`src/rtl/snitch_mem_arbiter_if.sv`:
```
// Bundle of the fetch port, data port and single memory port around the Snitch memory arbiter.
// slave is the arbiter's view; master is the core/memory side (test harness).
interface snitch_mem_arbiter_if #(
  parameter int unsigned AddrWidth = 32,
  parameter int unsigned DataWidth = 64,
  parameter int unsigned InstWidth = 32
);
  logic [AddrWidth-1:0]   inst_addr_i;
  logic                   inst_valid_i;
  logic                   inst_ready_o;
  logic [InstWidth-1:0]   inst_data_o;

  logic [AddrWidth-1:0]   data_qaddr_i;
  logic                   data_qwrite_i;
  logic [3:0]             data_qamo_i;
  logic [DataWidth-1:0]   data_qdata_i;
  logic [DataWidth/8-1:0] data_qstrb_i;
  logic                   data_qvalid_i;
  logic                   data_qready_o;
  logic [DataWidth-1:0]   data_pdata_o;
  logic                   data_perror_o;
  logic                   data_pvalid_o;
  logic                   data_pready_i;

  logic                   mem_valid_o;
  logic [AddrWidth-1:0]   mem_addr_o;
  logic                   mem_write_o;
  logic [DataWidth-1:0]   mem_wdata_o;
  logic [DataWidth/8-1:0] mem_wstrb_o;
  logic                   mem_ready_i;
  logic [DataWidth-1:0]   mem_rdata_i;

  modport slave (
    input  inst_addr_i, inst_valid_i,
    output inst_ready_o, inst_data_o,
    input  data_qaddr_i, data_qwrite_i, data_qamo_i, data_qdata_i, data_qstrb_i, data_qvalid_i,
    output data_qready_o, data_pdata_o, data_perror_o, data_pvalid_o,
    input  data_pready_i,
    output mem_valid_o, mem_addr_o, mem_write_o, mem_wdata_o, mem_wstrb_o,
    input  mem_ready_i, mem_rdata_i
  );

  modport master (
    output inst_addr_i, inst_valid_i,
    input  inst_ready_o, inst_data_o,
    output data_qaddr_i, data_qwrite_i, data_qamo_i, data_qdata_i, data_qstrb_i, data_qvalid_i,
    input  data_qready_o, data_pdata_o, data_perror_o, data_pvalid_o,
    output data_pready_i,
    input  mem_valid_o, mem_addr_o, mem_write_o, mem_wdata_o, mem_wstrb_o,
    output mem_ready_i, mem_rdata_i
  );
endinterface

```
`src/rtl/snitch_mem_arbiter.sv`:
```
// Shares one memory port between Snitch fetch and data ports: zero-latency grant, lock until
// mem_ready, one-entry load response buffer, and a streak limit so fetch is never starved.
module snitch_mem_arbiter #(
  parameter int unsigned AddrWidth     = 32,
  parameter int unsigned DataWidth     = 64,
  parameter int unsigned InstWidth     = 32,
  parameter int unsigned MaxDataStreak = 4
) (
  input logic                 clk_i,
  input logic                 rst_ni,
  snitch_mem_arbiter_if.slave bus
);
  localparam int unsigned StrbWidth = DataWidth / 8;
  localparam int unsigned NumWords  = DataWidth / InstWidth;
  localparam int unsigned SelWidth  = (NumWords > 1) ? $clog2(NumWords) : 1;
  localparam int unsigned SelLsb    = $clog2(InstWidth / 8);
  localparam int unsigned StreakW   = $clog2(MaxDataStreak + 1);

  typedef enum logic [1:0] {LOCK_NONE, LOCK_INST, LOCK_DATA} lock_e;

  lock_e                r_lock, w_lock_nxt;
  logic [StreakW-1:0]   r_streak;
  logic                 r_rsp_valid;
  logic                 r_rsp_error;
  logic [DataWidth-1:0] r_rsp_data;

  logic                 w_buf_free, w_data_elig, w_amo_fire, w_streak_max;
  logic                 w_pick_data, w_pick_inst, w_own_data, w_own_inst;
  logic                 w_done_data, w_done_inst, w_wr;
  logic [SelWidth-1:0]  w_word_sel;

  if (NumWords > 1) begin : g_sel
    assign w_word_sel = bus.inst_addr_i[SelLsb +: SelWidth];
  end else begin : g_nosel
    assign w_word_sel = '0;
  end

  always_comb begin
    // A draining response frees the buffer for a same-cycle refill.
    w_buf_free   = !r_rsp_valid || bus.data_pready_i;
    w_data_elig  = bus.data_qvalid_i && (bus.data_qamo_i == 4'h0) &&
                   (bus.data_qwrite_i || w_buf_free);
    w_amo_fire   = bus.data_qvalid_i && (bus.data_qamo_i != 4'h0) && w_buf_free &&
                   (r_lock != LOCK_DATA);
    w_streak_max = (r_streak == StreakW'(MaxDataStreak));
    w_pick_data  = w_data_elig && !(w_streak_max && bus.inst_valid_i);
    w_pick_inst  = bus.inst_valid_i && !w_pick_data;
    w_own_data   = (r_lock == LOCK_DATA) || ((r_lock == LOCK_NONE) && w_pick_data);
    w_own_inst   = (r_lock == LOCK_INST) || ((r_lock == LOCK_NONE) && w_pick_inst);
    w_done_data  = w_own_data && bus.mem_ready_i;
    w_done_inst  = w_own_inst && bus.mem_ready_i;
    w_wr         = w_own_data && bus.data_qwrite_i;

    w_lock_nxt = r_lock;
    if (w_done_data || w_done_inst)  w_lock_nxt = LOCK_NONE;
    else if (r_lock == LOCK_NONE) begin
      if (w_own_data)      w_lock_nxt = LOCK_DATA;
      else if (w_own_inst) w_lock_nxt = LOCK_INST;
    end
  end

  always_ff @(posedge clk_i or negedge rst_ni) begin
    if (!rst_ni) begin
      r_lock      <= LOCK_NONE;
      r_streak    <= '0;
      r_rsp_valid <= 1'b0;
      r_rsp_error <= 1'b0;
      r_rsp_data  <= '0;
    end else begin
      r_lock <= w_lock_nxt;

      if (!bus.inst_valid_i || w_done_inst)  r_streak <= '0;
      else if (w_done_data && !w_streak_max) r_streak <= r_streak + 1'b1;

      if (w_done_data && !bus.data_qwrite_i) begin
        r_rsp_valid <= 1'b1;
        r_rsp_error <= 1'b0;
        r_rsp_data  <= bus.mem_rdata_i;
      end else if (w_amo_fire) begin
        r_rsp_valid <= 1'b1;
        r_rsp_error <= 1'b1;
        r_rsp_data  <= '0;
      end else if (r_rsp_valid && bus.data_pready_i) begin
        r_rsp_valid <= 1'b0;
      end
    end
  end

  // Outputs are gated by rst_ni so they drop the instant reset asserts.
  assign bus.mem_valid_o   = rst_ni && (w_own_data || w_own_inst);
  assign bus.mem_addr_o    = !rst_ni    ? '0 :
                             w_own_data ? bus.data_qaddr_i :
                             w_own_inst ? bus.inst_addr_i : '0;
  assign bus.mem_write_o   = rst_ni && w_wr;
  assign bus.mem_wdata_o   = (rst_ni && w_wr) ? bus.data_qdata_i : '0;
  assign bus.mem_wstrb_o   = (rst_ni && w_wr) ? bus.data_qstrb_i : StrbWidth'(0);

  assign bus.inst_ready_o  = rst_ni && w_done_inst;
  assign bus.inst_data_o   = (rst_ni && w_done_inst) ?
                             bus.mem_rdata_i[w_word_sel*InstWidth +: InstWidth] : '0;

  assign bus.data_qready_o = rst_ni && (w_done_data || w_amo_fire);
  assign bus.data_pvalid_o = r_rsp_valid;
  assign bus.data_perror_o = r_rsp_error;
  assign bus.data_pdata_o  = r_rsp_data;
endmodule

```
`src/flat_wrapper.sv`:
```
// flat-port wrapper written by rule: the top's interface ports become plain ports
module snitch_mem_arbiter_flat 
#(
  parameter int unsigned AddrWidth     = 32,
  parameter int unsigned DataWidth     = 64,
  parameter int unsigned InstWidth     = 32,
  parameter int unsigned MaxDataStreak = 4
)
  (clk_i, rst_ni, bus_inst_addr_i, bus_inst_valid_i, bus_inst_ready_o, bus_inst_data_o, bus_data_qaddr_i, bus_data_qwrite_i, bus_data_qamo_i, bus_data_qdata_i, bus_data_qstrb_i, bus_data_qvalid_i, bus_data_qready_o, bus_data_pdata_o, bus_data_perror_o, bus_data_pvalid_o, bus_data_pready_i, bus_mem_valid_o, bus_mem_addr_o, bus_mem_write_o, bus_mem_wdata_o, bus_mem_wstrb_o, bus_mem_ready_i, bus_mem_rdata_i);
  snitch_mem_arbiter_if #(.AddrWidth(AddrWidth), .DataWidth(DataWidth), .InstWidth(InstWidth)) bus_i ();
  input logic clk_i;
  input logic rst_ni;
  input wire logic [$bits(bus_i.inst_addr_i)-1:0] bus_inst_addr_i;
  input wire logic [$bits(bus_i.inst_valid_i)-1:0] bus_inst_valid_i;
  output wire logic [$bits(bus_i.inst_ready_o)-1:0] bus_inst_ready_o;
  output wire logic [$bits(bus_i.inst_data_o)-1:0] bus_inst_data_o;
  input wire logic [$bits(bus_i.data_qaddr_i)-1:0] bus_data_qaddr_i;
  input wire logic [$bits(bus_i.data_qwrite_i)-1:0] bus_data_qwrite_i;
  input wire logic [$bits(bus_i.data_qamo_i)-1:0] bus_data_qamo_i;
  input wire logic [$bits(bus_i.data_qdata_i)-1:0] bus_data_qdata_i;
  input wire logic [$bits(bus_i.data_qstrb_i)-1:0] bus_data_qstrb_i;
  input wire logic [$bits(bus_i.data_qvalid_i)-1:0] bus_data_qvalid_i;
  output wire logic [$bits(bus_i.data_qready_o)-1:0] bus_data_qready_o;
  output wire logic [$bits(bus_i.data_pdata_o)-1:0] bus_data_pdata_o;
  output wire logic [$bits(bus_i.data_perror_o)-1:0] bus_data_perror_o;
  output wire logic [$bits(bus_i.data_pvalid_o)-1:0] bus_data_pvalid_o;
  input wire logic [$bits(bus_i.data_pready_i)-1:0] bus_data_pready_i;
  output wire logic [$bits(bus_i.mem_valid_o)-1:0] bus_mem_valid_o;
  output wire logic [$bits(bus_i.mem_addr_o)-1:0] bus_mem_addr_o;
  output wire logic [$bits(bus_i.mem_write_o)-1:0] bus_mem_write_o;
  output wire logic [$bits(bus_i.mem_wdata_o)-1:0] bus_mem_wdata_o;
  output wire logic [$bits(bus_i.mem_wstrb_o)-1:0] bus_mem_wstrb_o;
  input wire logic [$bits(bus_i.mem_ready_i)-1:0] bus_mem_ready_i;
  input wire logic [$bits(bus_i.mem_rdata_i)-1:0] bus_mem_rdata_i;
  assign bus_i.inst_addr_i = bus_inst_addr_i;
  assign bus_i.inst_valid_i = bus_inst_valid_i;
  assign bus_inst_ready_o = bus_i.inst_ready_o;
  assign bus_inst_data_o = bus_i.inst_data_o;
  assign bus_i.data_qaddr_i = bus_data_qaddr_i;
  assign bus_i.data_qwrite_i = bus_data_qwrite_i;
  assign bus_i.data_qamo_i = bus_data_qamo_i;
  assign bus_i.data_qdata_i = bus_data_qdata_i;
  assign bus_i.data_qstrb_i = bus_data_qstrb_i;
  assign bus_i.data_qvalid_i = bus_data_qvalid_i;
  assign bus_data_qready_o = bus_i.data_qready_o;
  assign bus_data_pdata_o = bus_i.data_pdata_o;
  assign bus_data_perror_o = bus_i.data_perror_o;
  assign bus_data_pvalid_o = bus_i.data_pvalid_o;
  assign bus_i.data_pready_i = bus_data_pready_i;
  assign bus_mem_valid_o = bus_i.mem_valid_o;
  assign bus_mem_addr_o = bus_i.mem_addr_o;
  assign bus_mem_write_o = bus_i.mem_write_o;
  assign bus_mem_wdata_o = bus_i.mem_wdata_o;
  assign bus_mem_wstrb_o = bus_i.mem_wstrb_o;
  assign bus_i.mem_ready_i = bus_mem_ready_i;
  assign bus_i.mem_rdata_i = bus_mem_rdata_i;
  snitch_mem_arbiter #(.AddrWidth(AddrWidth), .DataWidth(DataWidth), .InstWidth(InstWidth), .MaxDataStreak(MaxDataStreak)) u_core (.clk_i(clk_i), .rst_ni(rst_ni), .bus(bus_i));
endmodule
```
`config.mk`:
```
export PLATFORM = sky130hd
export DESIGN_NAME = snitch_mem_arbiter_flat
export DESIGN_NICKNAME = d
export VERILOG_FILES = /design/src/rtl/snitch_mem_arbiter_if.sv /design/src/rtl/snitch_mem_arbiter.sv /design/src/flat_wrapper.sv
export SDC_FILE = /design/constraint.sdc
export NUM_CORES = 1
export LEC_CHECK = 0
export BUFFER_PORTS_ARGS = -buffer_cell sky130_fd_sc_hd__buf_4
export CORE_AREA = 2 2 163 165
export CTS_CLUSTER_DIAMETER = 60
export DETAILED_ROUTE_END_ITERATION = 6
export DIE_AREA = 0 0 165 167
export GPL_TIMING_DRIVEN = 0
export PLACE_DENSITY = 0.56
export SLEW_MARGIN = 20
export SYNTH_ARGS = -nofsm -noshare
export SYNTH_HDL_FRONTEND = slang
export SYNTH_SLANG_ARGS = --single-unit
```
`constraint.sdc`:
```
create_clock -name clk_i -period 2.2 [get_ports clk_i]
set_input_delay 0.33 -clock clk_i [delete_from_list [all_inputs] [get_ports clk_i]]
set_output_delay 0.33 -clock clk_i [all_outputs]
set_load 0.05 [all_outputs]
```
==> impl_metrics.json, run 1 <==
{
  "outcome": "finished with violations",
  "violations": "setup timing",
  "ys_warn_count": 0,
  "avgSynthCellArea_um2": 8.35,
  "vias_per_cell": 4.36,
  "seq_area_frac_synth_pct": 35.6,
  "hp-class": "primary input to flip-flop",
  "p_per_area_nw_per_um2": 465,
  "hold_start": "bus_mem_rdata_i[23]",
  "switching_share_pct": 40.3,
  "use_met3_pct": 4.98,
  "place_hpwl_um": 19000,
  "antenna_found_initial": 0,
  "grt_pass1_wl_um": 36700,
  "synth_top_area_cell": "dfrtp_1",
  "cts_tree": "built",
  "drv_cap": 0,
  "first_pass_iters": 4,
  "grt_pass1_vias": 6343,
  "setup_viol": 140,
  "drive_gt1_share_pct": 64.2,
  "grt.overflow.total": 0,
  "hold_violations": 0,
  "cts_buffer_depth": 2,
  "start_kind": "flip-flop",
  "fmax_ghz": 0.413,
  "clock_skew_ns": 0.0122,
  "routed_wirelength_um": 26500,
  "drc_errors": 0,
  "avgRoutedWirePerCell_um": 18.8,
  "r2r_start": "u_core.r_streak[0]$_DFFE_PN0P_",
  "io_buffer_count": 413,
  "syn2layout_area_growth_pct": 133,
  "crit_required_ns": 1.87,
  "ys_types": 32,
  "rows": 59,
  "io-pin-count": 417,
  "rsz0062_at_grt": "yes",
  "ys_top_cells_by_count": "mux2i_1 (98), and2_1 (72), dfrtp_1 (71)",
  "leakage_nw": 6.14,
  "hold_depth": 3,
  "holdPathEnd": "u_core.bus.data_pdata_o[23]$_DFFE_PN0P_",
  "mappedNetlistArea_um2": 4990,
  "finalPower_mw": 5.42,
  "grtUsageTotal_pct": 17.2,
  "fin_crit_sh_pct": 110,
  "htree_levels": 3,
  "die-area_um2": 27600,
  "switchingPower_mw": 2.18,
  "crit_fanout": 7,
  "nets": 1284,
  "grt_max_degree": 37,
  "synthArstFlopShare_pct": 100,
  "synthFlopType": "dfrtp_1",
  "cp-end-kind": "primary output",
  "crit_arrival_ns": 2.09,
  "synth_area_leaders": "dfrtp_1 (36%), mux2i_1 (20%), and2_1 (9.0%)",
  "vdd_ir_drop_max_uv": 378,
  "coreArea_um2": 25800,
  "synth_edf_count": 0,
  "drtAntennaViolNets": 0,
  "worstMarginPinSlew_ns": 0.810,
  "vias": 6146,
  "internal_power_mw": 3.23,
  "dpl_worst_slack_ns": -1.23,
  "worst-setup-path-type": "flip-flop to primary output",
  "synth_top_area_share_pct": 35.6,
  "worstRegToRegCells": 11,
  "die_w_um": 165,
  "met2_usage_pct": 30.1,
  "pwr-share-comb_pct": 47.6,
  "synth_seq_cells": 71,
  "r2r-end": "u_core.bus.data_pdata_o[47]$_DFFE_PN0P_",
  "clk_pin_slew_worst_paths_ns": 0.07,
  "pwr-share-seq_pct": 26.4,
  "clk_latency_ns": 0.34,
  "diodes": 0,
  "post-synth-top-count-cell": "mux2i_1",
  "layout_setup_ws_ns": -0.222,
  "globalplace.congestion": 0.817,
  "synthCells": 598,
  "busiest_layer": "met2",
  "rrSetupSlack_ns": 0.11,
  "p_clk_share_pct": 26.0,
  "slew_violations": 0,
  "setup_tns_ns": -20.90,
  "start_util_pct": 19.4,
  "fin_crit_ns": 2.42,
  "cts_buffers": 9,
  "use_met1_pct": 20.4,
  "die_h_um": 167,
  "max_slew_margin_pct": 46.0,
  "cts.sinks": 71,
  "syn-num-nets": 811,
  "drtIter0Drc": 222,
  "cts-root-buf": "clkbuf_16"
}
power groups by stage:
| stage | Clock [mW] | Combinational (mW) | Sequential [mW] |
|---|---|---|---|
| floorplan | 0 | 1.09 | 1.70 |
| global placement | 0 | 2.15 | 1.46 |
| detailed placement | 0 | 2.16 | 1.46 |
| CTS | 1.46 | 2.41 | 1.43 |
| global route | 1.52 | 2.72 | 1.44 |
| finish | 1.41 | 2.58 | 1.43 |
repair_timing:
item | CTS | global route
hold buffers | 3 | 0
gates cloned | 3 | 14
resized for setup | 201 | 297
hold endpoints to repair | 71 | 0
setup endpoints to repair | 147 | 179
buffers inserted | 18 | 12
pin swaps | 35 | 56
cell families (layout without fill, tap and decap cells):
family          after synthesis  after routing  synth area share, %
buf+inv                     123            601                 10.6
mux                          98             98                 19.6
simple gates                221            221                 22.9
fa+ha+maj                     2              2                0.501
flops                        71             71                 35.6
compound gates               83             83                 10.8
cell type report:
cell class                 instances  area, µm²
sequential                        71       1780
buffer                            52        574
clock inverter                     6       47.5
timing repair buffer             463       4720
fill                            2452      14100
clock buffer                      10        229
multi-input combinational        404       3610
tap                              335        419
inverter                          70        267
layout by cell type (no fill, tap or decap), types with 33 or more instances in the layout:
master   count
and2_4      69
buf_4      295
buf_6       63
buf_8       98
dfrtp_1     69
inv_1       67
mux2i_1     95
nand2_1     69
nand4_1     34
nor2_4      33
worst max-delay path, cell delays in order (launching register included):
cell and delay (ns):
dfrtp_1 0.36, inv_2 0.06, ha_4 0.16, nand3_4 0.09, a31oi_4 0.10, nor3_4 0.24, buf_6 0.16, clkbuf_16 0.15
clkbuf_16 0.14, and2_4 0.15, buf_8 0.14
how the worst max path moves through the flow:
stage                                                     from                  end  slack, ns  cells after the start
after floorplan           u_core.bus.data_pvalid_o$_DFFE_PN0P_  bus_inst_data_o[12]      -0.16                      5
after global placement                                  rst_ni  bus_inst_data_o[14]      -1.21                      6
after detailed placement                                rst_ni  bus_mem_wdata_o[10]      -1.23                      7
after CTS                 u_core.bus.data_pvalid_o$_DFFE_PN0P_   bus_mem_addr_o[21]      -0.22                      7
after global routing            u_core.r_streak[0]$_DFFE_PN0P_  bus_mem_wdata_o[14]      -0.32                     10
final                           u_core.r_streak[0]$_DFFE_PN0P_  bus_mem_wdata_o[14]      -0.22                     10
sequential cells by signal, indices dropped and copies added (netlist names):
| name | count |
|---|---|
| u_core.bus.data_pdata_o | 64 |
| u_core.bus.data_perror_o | 1 |
| u_core.bus.data_pvalid_o | 1 |
| u_core.r_lock | 2 |
| u_core.r_streak | 3 |
layer usage:
layer	vias up	part of all wire (%)
li1	2918	-
met1	2928	38
met2	269	52
met3	31	7.9
met4	0	1.9
met5	-	0
metrics by stage:
| stage | cells | instance area [µm²] | hold slack, ns | utilization (%) |
|---|---|---|---|---|
| floorplan | 598 | 5590 | 0.0344 | - |
| global placement | 1346 | 9110 | 0.504 | 35.3 |
| detailed placement | 1346 | 9110 | 0.511 | 35.3 |
| CTS | 1385 | 10200 | 0.215 | 39.8 |
| global route | 1411 | 11700 | 0.224 | 45.2 |
| finish | 1411 | 11700 | 0.228 | 45.2 |
Note: power is estimated with default switching activity, not from simulation.
==> run 2, diff against run 1 <==
- ABC_AREA: default -> 1
- PLACE_DENSITY: 0.56 -> 0.55
==> impl_metrics.json, run 2 <==
{
  "vias_per_cell": 4.35,
  "worst-setup-path-type": "flip-flop to primary output",
  "cp-end-kind": "primary output",
  "drtAntennaViolNets": 0,
  "htree_levels": 3,
  "coreArea_um2": 25800,
  "avgRoutedWirePerCell_um": 18.2,
  "ys_warn_count": 0,
  "clk_latency_ns": 0.34,
  "antenna_found_initial": 0,
  "mappedNetlistArea_um2": 4740,
  "crit_fanout": 6,
  "syn2layout_area_growth_pct": 149,
  "drv_cap": 0,
  "final_cell_mix": "buf_4 (290), nand2_1 (206), inv_1 (114)",
  "synth_top_area_share_pct": 37.5,
  "synth_seq_cells": 71,
  "outcome": "finished with violations",
  "mostFrequentLayoutCell": "buf_4",
  "clk_pin_slew_worst_paths_ns": 0.06,
  "post-synth-top-count-cell": "nand2_1",
  "start_kind": "flip-flop",
  "die-area_um2": 27600,
  "grt_max_degree": 73,
  "violations": "hold timing, setup timing",
  "hold_violations": 71,
  "synth_edf_count": 0,
  "leakage_nw": 5.99,
  "crit_arrival_ns": 2.12,
  "synthFlopType": "dfrtp_1",
  "post-route-util_pct": 45.7,
  "io-pin-count": 417,
  "syn-num-nets": 994,
  "start_util_pct": 18.4,
  "setup_viol": 138,
  "max_slew_margin_pct": 52.0,
  "dpl_worst_slack_ns": -1.13,
  "worstMarginPinSlew_ns": 0.720,
  "die_h_um": 167,
  "cts_tree": "built",
  "rsz0062_at_grt": "yes",
  "ys_top_cells_by_count": "nand2_1 (212), nor2_1 (174), inv_1 (117)",
  "synth_area_leaders": "dfrtp_1 (37%), nand2_1 (17%), nor2_1 (14%)",
  "cts_buffer_depth": 2,
  "grtUsageTotal_pct": 19.4,
  "drc_errors": 0,
  "rows": 59,
  "p_per_area_nw_per_um2": 380,
  "die_w_um": 165,
  "largest_register_ffs": 64,
  "cts_buffers": 9,
  "synth_top_area_cell": "dfrtp_1",
  "fin_crit_sh_pct": 112,
  "fin_crit_ns": 2.45,
  "nets": 1468,
  "first_pass_iters": 4,
  "avgSynthCellArea_um2": 6.07,
  "io_buffer_count": 415,
  "clock_skew_ns": 0.0116,
  "crit_required_ns": 1.87,
  "grt_pass1_vias": 6861,
  "synthCells": 781,
  "hold_slack_ns": -0.113,
  "place_hpwl_um": 20700,
  "grt.overflow.total": 0,
  "synthArstFlopShare_pct": 100,
  "fmax_ghz": 0.407,
  "routed_wirelength_um": 29100,
  "layout_setup_ws_ns": -0.255,
  "cts-root-buf": "clkbuf_16",
  "vdd_ir_drop_max_uv": 295,
  "drive_gt1_share_pct": 59.0,
  "slew_violations": 0,
  "grt_pass1_wl_um": 40600,
  "diodes": 0,
  "hp-class": "primary input to asynchronous set/reset pin",
  "seq_area_frac_synth_pct": 37.5,
  "cts.sinks": 71,
  "drtIter0Drc": 261,
  "vias": 6936,
  "ys_types": 22,
  "globalplace.congestion": 0.896
}
-- run 2: changes by cell type in the layout (fill, tap and decap cells not counted), moves of 36 or more --
cell	previous run	this run
nand2_1	69	206
mux2i_1	95	0
and2_4	69	0
nor2_4	33	88
inv_1	67	114
buf_6	63	108
nor2_2	0	45
buf_8	98	55
nor2_1	1	42
nand3_2	0	36
-- run 2: metrics by stage --
step	power [mW]	area (µm²)	std cells	setup TNS, ns
finish	4.47	11800	1594	-22.78
global placement	2.71	8370	1531	-106.25
floorplan	2.08	4830	781	-21.16
CTS	4.37	10700	1576	-24.88
global route	4.67	11800	1594	-41.14
detailed placement	2.72	8370	1531	-104.57
-- run 2: repair_timing --
action	in CTS	in global routing
pin swaps	12	46
setup endpoints to repair	140	202
cloned	13	11
buffers inserted	17	9
endpoints found under the hold margin	71	71
resized for setup	437	216
-- run 2: logic make-up after synthesis --
logic type / share of synthesized area, %
simple gates: 39.4
buf+inv: 14.8
compound gates: 7.63
flops: 37.5
fa+ha+maj: 0.528
xor+xnor: 0.185
-- run 2: worst paths after layout --
check	slack, ns	from	cells past startpoint	end
max in group asynchronous	1.97	rst_ni	1	u_core.bus.data_pdata_o[36]$_DFFE_PN0P_
worst max register to register	0.07	u_core.r_streak[1]$_DFFE_PN0P_	15	u_core.bus.data_pdata_o[14]$_DFFE_PN0P_
worst min-delay path	-0.11	rst_ni	1	u_core.bus.data_pdata_o[17]$_DFFE_PN0P_
worst max-delay path	-0.25	u_core.r_streak[1]$_DFFE_PN0P_	11	bus_mem_wdata_o[27]
worst min register to register	0.50	u_core.bus.data_pdata_o[2]$_DFFE_PN0P_	2	u_core.bus.data_pdata_o[2]$_DFFE_PN0P_
min in group clk_i	0.19	bus_mem_rdata_i[10]	3	u_core.bus.data_pdata_o[10]$_DFFE_PN0P_
-- run 2: power breakdown --
part           switching (mW)  internal, mW
combinational            1.05         0.706
clock                   0.601         0.755
sequential             0.0237          1.34
-- run 2: critical path: stages, from the launching register on --
cell and delay (ns):
dfrtp_1 0.35, inv_1 0.05, ha_2 0.18, nand3_2 0.07, nand2_2 0.05, inv_2 0.08
nand3_4 0.12, nand2_8 0.15, nand3_4 0.20, clkbuf_16 0.24, nor2_4 0.13, buf_8 0.16
-- run 2: routing by layer --
layer | wire length [µm] | GRT usage (%)
met2 | 14700 | 33.8
met1 | 11100 | 22.6
met5 | 0 | 0
met4 | 811 | 5.67
met3 | 2540 | 6.08
-- run 2: layout make-up --
type,count,area (µm²)
Buffer,50,547
Clock buffer,9,225
Clock inverter,6,37.5
Fill cell,2522,14000
Inverter,121,495
Multi-Input combinational cell,541,3700
Sequential cell,71,1780
Tap cell,335,419
Timing Repair Buffer,460,4570
Timing Repair inverter,1,11.3
==> run 3, diff against run 2 <==
--- a/config.mk
+++ b/config.mk
@@ -8,10 +8,12 @@
 export ABC_AREA = 1
 export BUFFER_PORTS_ARGS = -buffer_cell sky130_fd_sc_hd__buf_4
-export CORE_AREA = 2 2 163 165
+export CELL_PAD_IN_SITES_DETAIL_PLACEMENT = 0
+export CELL_PAD_IN_SITES_GLOBAL_PLACEMENT = 1
+export CORE_AREA = 2 2 160 162
 export CTS_CLUSTER_DIAMETER = 60
 export DETAILED_ROUTE_END_ITERATION = 6
-export DIE_AREA = 0 0 165 167
+export DIE_AREA = 0 0 162 164
 export GPL_TIMING_DRIVEN = 0
-export PLACE_DENSITY = 0.55
+export PLACE_DENSITY = 0.78
 export SLEW_MARGIN = 20
 export SYNTH_ARGS = -nofsm -noshare
==> constraint.sdc (replaced) <==
create_clock -name clk_i -period 2.2 [get_ports clk_i]
set_input_delay 0.33 -clock clk_i [delete_from_list [all_inputs] [get_ports clk_i]]
set_output_delay 0.33 -clock clk_i [all_outputs]
set_load 0.1 [all_outputs]
==> impl_metrics.json, run 3 (same netlist as run 2, synthesis figures left out) <==
{
  "vdd_ir_drop_max_uv": 333,
  "crit_arrival_ns": 2.15,
  "start_util_pct": 19.1,
  "cp-end-kind": "primary output",
  "fin_crit_sh_pct": 113,
  "leakage_nw": 6.00,
  "mostFrequentLayoutCell": "buf_4",
  "finalPower_mw": 5.02,
  "rsz0062_at_grt": "yes",
  "endpoint": "bus_mem_addr_o[10]",
  "drtAntennaViolNets": 0,
  "violations": "hold timing, setup timing",
  "setup_viol": 140,
  "cts_buffer_depth": 2,
  "globalplace.congestion": 0.863,
  "worstMarginPinSlew_ns": 0.546,
  "clk_latency_ns": 0.35,
  "hold_violations": 71,
  "grt.overflow.total": 0,
  "hold_slack_ns": -0.119,
  "pwr-share-comb_pct": 44.4,
  "layout_setup_ws_ns": -0.284,
  "crit_required_ns": 1.87,
  "routed_wirelength_um": 29500,
  "drv_cap": 0,
  "grt_max_degree": 73,
  "max_slew_margin_pct": 63.6,
  "coreArea_um2": 24800,
  "final_cell_mix": "buf_4 (292), nand2_1 (211), buf_12 (118)",
  "die_w_um": 162,
  "place_hpwl_um": 21600,
  "start_kind": "flip-flop",
  "drtIter0Drc": 261,
  "vias_per_cell": 4.29,
  "rows": 58,
  "grtUsageTotal_pct": 21.6,
  "crit_path_start": "u_core.r_streak[1]$_DFFE_PN0P_",
  "crit_fanout": 10,
  "fin_crit_ns": 2.48,
  "worst-setup-path-type": "flip-flop to primary output",
  "htree_levels": 3,
  "vias": 6738,
  "clock_skew_ns": 0.00869,
  "avgRoutedWirePerCell_um": 18.8,
  "pwr-share-seq_pct": 27.1,
  "syn2layout_area_growth_pct": 156,
  "grt_pass1_vias": 7110,
  "nets": 1449,
  "rrSetupSlack_ns": 0.03,
  "die-area_um2": 26600,
  "fmax_ghz": 0.403,
  "diodes": 0,
  "r2r-end": "u_core.bus.data_pdata_o[37]$_DFFE_PN0P_",
  "internal_power_mw": 2.91,
  "drc_errors": 0,
  "clk_pin_slew_worst_paths_ns": 0.07,
  "worstRegToRegCells": 15,
  "outcome": "finished with violations",
  "cts_tree": "built",
  "cts_buffers": 9,
  "die_h_um": 164,
  "largest_register_ffs": 64,
  "fill_cells": 2276,
  "grt_pass1_wl_um": 43200,
  "io_buffer_count": 415,
  "hp-class": "primary input to asynchronous set/reset pin",
  "switching_share_pct": 42.1,
  "p_clk_share_pct": 28.4,
  "antenna_found_initial": 1,
  "drive_gt1_share_pct": 55.3,
  "r2r_start": "u_core.r_streak[1]$_DFFE_PN0P_",
  "switchingPower_mw": 2.12,
  "p_per_area_nw_per_um2": 413,
  "cts-root-buf": "clkbuf_16",
  "io-pin-count": 417,
  "cts.sinks": 71,
  "slew_violations": 0,
  "post-route-util_pct": 48.9,
  "first_pass_iters": 5
}
-- run 3: changes by cell type in the layout (fill, tap and decap cells not counted), moves of 7 or more --
| cell | previous run | this run |
|---|---|---|
| o21ai_2 | 8 | 1 |
| nor2_2 | 45 | 30 |
| nand3_2 | 36 | 3 |
| o21ai_1 | 15 | 31 |
| nand3_1 | 36 | 70 |
| buf_6 | 108 | 21 |
| nor2_4 | 88 | 108 |
| buf_8 | 55 | 19 |
| buf_12 | 13 | 118 |
| o21ai_0 | 11 | 3 |
-- run 3: timing repair --
| action | in CTS | in global routing |
|---|---|---|
| endpoints found under the hold margin | 71 | 71 |
| gates cloned | 12 | 1 |
| buffers inserted | 13 | 6 |
| endpoints found under the setup margin | 140 | 202 |
| gates resized for setup | 542 | 67 |
| pin swaps | 13 | 3 |
-- run 3: layout make-up --
| cell class | instances | area [µm²] | area share (%) |
|---|---|---|---|
| timing repair buffer | 443 | 5120 | 42.2 |
| multi-input combinational | 542 | 3610 | 29.7 |
| sequential | 71 | 1780 | 14.7 |
| inverter | 121 | 470 | 3.87 |
| buffer | 48 | 462 | 3.80 |
| tap | 330 | 413 | 3.40 |
| clock buffer | 10 | 239 | 1.97 |
| clock inverter | 6 | 45.0 | 0.371 |
-- run 3: metrics by stage --
stage | cells | instance area [µm²] | hold WS [ns] | setup slack, ns | TNS [ns]
after floorplan | 781 | 5690 | 0.0344 | -0.788 | -38.04
after global placement | 1526 | 9220 | 0.482 | -1.39 | -123.23
after detailed placement | 1526 | 9220 | 0.489 | -1.36 | -122.25
after CTS | 1567 | 11900 | -0.105 | -0.333 | -35.94
after global routing | 1571 | 12100 | -0.0885 | -0.408 | -51.61
final | 1571 | 12100 | -0.119 | -0.284 | -30.85
-- run 3: metal layers --
layer  track usage [%]  vias to the layer above  part of all wire [%]  wire (µm)
li1                  -                     3261                     -          -
met4              8.45                        2                   3.6       1060
met2              38.7                      295                    51      15100
met1              22.7                     3131                    35      10300
met5                 0                        -                 0.044         13
met3              8.54                       49                    10       2990
-- run 3: worst min-delay path by stage --
stage	from	end	cells past startpoint
floorplan	rst_ni	u_core.bus.data_pdata_o[0]$_DFFE_PN0P_	0
global placement	u_core.bus.data_pdata_o[17]$_DFFE_PN0P_	u_core.bus.data_pdata_o[17]$_DFFE_PN0P_	2
detailed placement	u_core.bus.data_pdata_o[17]$_DFFE_PN0P_	u_core.bus.data_pdata_o[17]$_DFFE_PN0P_	2
CTS	rst_ni	u_core.bus.data_pdata_o[12]$_DFFE_PN0P_	1
global route	rst_ni	u_core.bus.data_pdata_o[15]$_DFFE_PN0P_	1
finish	rst_ni	u_core.bus.data_pdata_o[13]$_DFFE_PN0P_	1
-- run 3: power groups by stage --
| stage | clock network [mW] | registers, mW | logic, mW |
|---|---|---|---|
| after floorplan | 0 | 1.56 | 1.08 |
| after global placement | 0 | 1.39 | 1.88 |
| after detailed placement | 0 | 1.39 | 1.88 |
| after CTS | 1.46 | 1.36 | 2.20 |
| after global routing | 1.50 | 1.37 | 2.33 |
| final | 1.43 | 1.36 | 2.23 |
-- run 3: critical path, stage by stage (launching register included) --
cell        delay, ns
dfrtp_1          0.34
inv_1            0.05
ha_2             0.18
nand3_2          0.07
nand2_2          0.05
inv_2            0.07
nand3_4          0.12
nand2_8          0.15
clkinvlp_4       0.19
buf_8            0.20
nor2_2           0.15
nor2_4           0.05
buf_6            0.18
